### config.mk
export PLATFORM = sky130hd
export DESIGN_NAME = uart_rx
export DESIGN_NICKNAME = d
export VERILOG_FILES = /design/src/rtl/uart_rx.sv
export SDC_FILE = /design/constraint.sdc
export NUM_CORES = 1
export LEC_CHECK = 0
export BUFFER_PORTS_ARGS = -buffer_cell sky130_fd_sc_hd__buf_2
export CORE_MARGIN = 2
export CORE_UTILIZATION = 45
export CTS_CLUSTER_DIAMETER = 40
export DETAILED_ROUTE_END_ITERATION = 10
export MAX_ROUTING_LAYER = met4
export PLACE_DENSITY = 0.74
export SYNTH_ARGS = -nofsm -noshare
export SYNTH_HDL_FRONTEND = slang
export SYNTH_SLANG_ARGS = --single-unit
### constraint.sdc
create_clock -name clk -period 2.4 [get_ports clk]
set_input_delay 0.36 -clock clk [delete_from_list [all_inputs] [get_ports clk]]
set_output_delay 0.36 -clock clk [all_outputs]
set_load 0.01 [all_outputs]
### src/rtl/uart_rx.sv
// UART receiver: 16x oversampled, mid-bit sampling, LSB first, no parity.
// Presents each received character on rx_data with a one-clk rx_done_tick
// and a framing-error flag that reflects the most recent stop-bit sample.
module uart_rx #(
  parameter int DATA_BIT = 8,  // data bits per frame, 5..8
  parameter int STOP_BIT = 1   // stop bits, 1 or 2
) (
  input  logic       clk,
  input  logic       reset_n,
  input  logic       s_tick,
  input  logic       rx,
  output logic       rx_done_tick,
  output logic [7:0] rx_data,
  output logic       frame_err
);

  typedef enum logic [1:0] {
    IDLE,
    START,
    DATA,
    STOP
  } state_t;

  // Last data-bit index and last s_tick count of the stop interval.
  localparam logic [2:0] N_LAST      = 3'(DATA_BIT - 1);
  localparam logic [4:0] S_STOP_LAST = 5'(STOP_BIT * 16 - 1);
  // Bits are shifted in from the top, so a short frame ends up left-aligned.
  localparam int         ALIGN       = 8 - DATA_BIT;

  state_t     state;
  logic [4:0] s_reg;
  logic [2:0] n_reg;
  logic [7:0] b_reg;
  logic       rx_meta;
  logic       rx_s;

  // Two-flop synchronizer; resets to the idle-HIGH line level so reset
  // release never looks like a start edge.
  always_ff @(posedge clk or negedge reset_n) begin
    if (!reset_n) begin
      rx_meta <= 1'b1;
      rx_s    <= 1'b1;
    end else begin
      // NOTE: non-blocking assignments let both flops sample the old values,
      // giving a true two-stage pipeline rather than a single wire-through.
      rx_meta <= rx;
      rx_s    <= rx_meta;
    end
  end

  // Receive FSM with counters and registered outputs.
  always_ff @(posedge clk or negedge reset_n) begin
    if (!reset_n) begin
      state        <= IDLE;
      s_reg        <= '0;
      n_reg        <= '0;
      b_reg        <= '0;
      rx_data      <= '0;
      frame_err    <= 1'b0;
      rx_done_tick <= 1'b0;
    end else begin
      // NOTE: default-low here makes rx_done_tick a single-clk pulse; only the
      // final stop tick overrides it below.
      rx_done_tick <= 1'b0;
      case (state)
        IDLE: begin
          // Start edge is looked for every clk, independent of s_tick.
          if (!rx_s) begin
            state <= START;
            s_reg <= '0;
          end
        end
        START: begin
          if (s_tick) begin
            if (s_reg == 5'd7) begin
              if (!rx_s) begin
                // Mid start bit and still LOW: a real frame.
                state <= DATA;
                s_reg <= '0;
                n_reg <= '0;
              end else begin
                // Line went back HIGH: glitch, drop it silently.
                state <= IDLE;
              end
            end else begin
              s_reg <= s_reg + 5'd1;
            end
          end
        end
        DATA: begin
          if (s_tick) begin
            if (s_reg == 5'd15) begin
              b_reg <= {rx_s, b_reg[7:1]};
              s_reg <= '0;
              if (n_reg == N_LAST) begin
                state <= STOP;
              end else begin
                n_reg <= n_reg + 3'd1;
              end
            end else begin
              s_reg <= s_reg + 5'd1;
            end
          end
        end
        STOP: begin
          if (s_tick) begin
            if (s_reg == S_STOP_LAST) begin
              // Back to idle mid stop bit so a back-to-back start is caught.
              state        <= IDLE;
              rx_data      <= b_reg >> ALIGN;
              frame_err    <= ~rx_s;
              rx_done_tick <= 1'b1;
            end else begin
              s_reg <= s_reg + 5'd1;
            end
          end
        end
        default: state <= IDLE;
      endcase
    end
  end

endmodule
==> qor.txt <==
Final HPWL DP: 1.68 mm
Peak Freq: 0.449 GHz
final critical-path share of the clock period: 92.7%
Slew @ Worst Pin: 0.646 ns
area share of the largest cell type after synthesis: 50.1%
number of flops mapped to enable cells by yosys: 0
RSZ-0062 raised after global routing: false
ANT cells: 0
Max Slew Vio Count: 0
Total Wirelength: 2.37 mm
Routed Antenna Nets: 0
cell total after placement: 167
core box area: 3000 sq um
DR vias/cell: 5.35
Synth area leaders: dfrtp_1, nand2_1, mux2_2
most frequent cells after synthesis: nand2_1, dfrtp_1, mux2_2
most common cell in the netlist: nand2_1
Setup violations, final: 0
Yosys warning count: 0
layout cells sized above 1: 28.2%
reg2reg path depth: 7
root buf cell: clkbuf_4
Post-Syn Area: 1400 sq um
CTS Hold Bufs: 0
GRT Residual Overflow: 0
Critical Path Source Type: flip-flop
sequential share of the synthesized area: 53.8%
Avg Inst Size Synth: 11.4 sq um
post-synth top area cell: dfrtp_1
Cell variety after synth: 34
top_reg_cell synth: dfrtp_1
Hold WC Path Type: primary input to asynchronous set/reset pin
die area: 3570 sq um
DR pass1 iterations: 4
WL/cell: 13.5 microns
Tmin final: 2.23 ns
Worst Setup End Kind: flip-flop
max_slew headroom: 56.9%
GRT Total Usage: 15.8%
post-cts resize count: 0
DRT iter0 DRCs: 26
Final nets: 150
final hold vios: 0
H-tree depth: 2
largest fanout on the critical path: 5
routed via count: 936
Max-cap violations: 0
CTS Buf Count: 5
crit path DAT: 2.44 ns
clk buf depth: 2
area of the multi-input gates: 589 sq um
LEAKAGE: 0.807 nW
Req. time, crit path: 2.62 ns
CTS tree: done
CTS clk-pin slew, worst paths: 0.09 ns
Starting Density: 46.6%
first-pass GRT wire length: 3.86 mm
Post-CTS Repair Setup Buffers: 0
DR DRC count: 0
status: finished, final reports clean
largest net degree at the start of global routing: 31
Register Area: 753 sq um
GP Congestion: 0.829
clock skew: 0.00560 ns
async set-reset flop share out of synthesis: 100%
Yosys reg bits: 30
antenna violations before repair: 0
power per cell area: 932 nW/um^2
Die Y: 59.8 microns
std cell rows: 20
port buffer count: 13
Die X: 59.8 microns
total negative setup slack: 0 ns
kind of critical path: flip-flop to flip-flop
syn nets: 132
Fillers: 259
vias in the first global route: 869
worst skew pair latency: 0.32 ns
area delta synth->final: 10.8%
worst vdd ir: 0.504 mV
num ports: 14
Cell Count, Final, Fillers Out: 175
post-synthesis cell count: 123
clk sink count: 30
## through the flow
stage / util, % / area, sq um / hold WS, ns / setup WS, ns / power [mW]
2_1_floorplan: - / 1400 / 0.0644 / 0.417 / 1.05
4_1_cts: 51.6 / 1550 / 0.0646 / 0.200 / 1.46
3_5_place_dp: 49.6 / 1490 / 0.355 / 0.220 / 1.15
6_report: 51.6 / 1550 / 0.0529 / 0.175 / 1.44
5_1_grt: 51.6 / 1550 / 0.108 / 0.0338 / 1.54
3_3_place_gp: 49.6 / 1490 / 0.347 / 0.338 / 1.12
## cell families after synthesis
group / count (synthesis) / share of synthesized area, %
AND/OR/NAND/NOR: 45 / 16.9
flip-flops: 30 / 53.8
AO/OA/AOI/OAI: 17 / 9.57
multiplexers: 14 / 11.2
buffers and inverters: 12 / 4.02
adder cells (fa/ha/maj): 5 / 4.47
## layout make-up
type / count / area share, %
Clock buffer: 7 / 3.55
Clock inverter: 1 / 0.323
Inverter: 9 / 2.18
Multi-Input combinational cell: 81 / 38.0
Sequential cell: 30 / 48.6
Tap cell: 33 / 2.66
Timing Repair Buffer: 14 / 4.68
## layer usage
metal / routed length [microns] / global-route usage [%]
met5: 0 / -
met4: 38 / 9.52
met3: 91 / 4.55
met2: 1110 / 22.2
met1: 1130 / 20.2
## worst paths after layout
kind / startpoint / endpoint / slack (ns)
min in group clk: rx / rx_meta$_DFF_PN1_ / 0.13
worst min register to register: rx_meta$_DFF_PN1_ / rx_s$_DFF_PN1_ / 0.36
worst max register to register: s_reg[0]$_DFFE_PN0P_ / s_reg[2]$_DFFE_PN0P_ / 0.17
worst max-delay path: s_reg[0]$_DFFE_PN0P_ / s_reg[2]$_DFFE_PN0P_ / 0.17
max in group asynchronous: reset_n / rx_data[5]$_DFFE_PN0P_ / 1.93
worst min-delay path: reset_n / s_reg[1]$_DFFE_PN0P_ / 0.05
## report_power, final
| group | internal (mW) | total, mW | switching (mW) |
|---|---|---|---|
| clock | 0.142 | 0.309 | 0.167 |
| sequential | 0.597 | 0.708 | 0.111 |
| combinational | 0.215 | 0.427 | 0.212 |
## placed cells by master (no fill, tap or decap), drive strengths merged, types with 2 or more instances in the layout
cell / n
inv: 8
nor3: 2
mux2: 10
a22o: 2
o21ai: 4
buf: 14
ha: 5
clkinv: 2
a211o: 2
mux2i: 4
o2bb2ai: 2
nor3b: 2
a21oi: 3
dfstp: 2
dfrtp: 28
nand2: 31
clkbuf: 7
nand3: 2
## worst max-delay path, stage by stage (launching register included)
cell and delay, ns:
dfrtp_1 0.39, ha_1 0.26, and3_2 0.21, ha_1 0.24
and3b_1 0.20, a41oi_1 0.37, nor3b_1 0.13, a211o_2 0.32
Note: power is estimated with default switching activity, not from simulation.
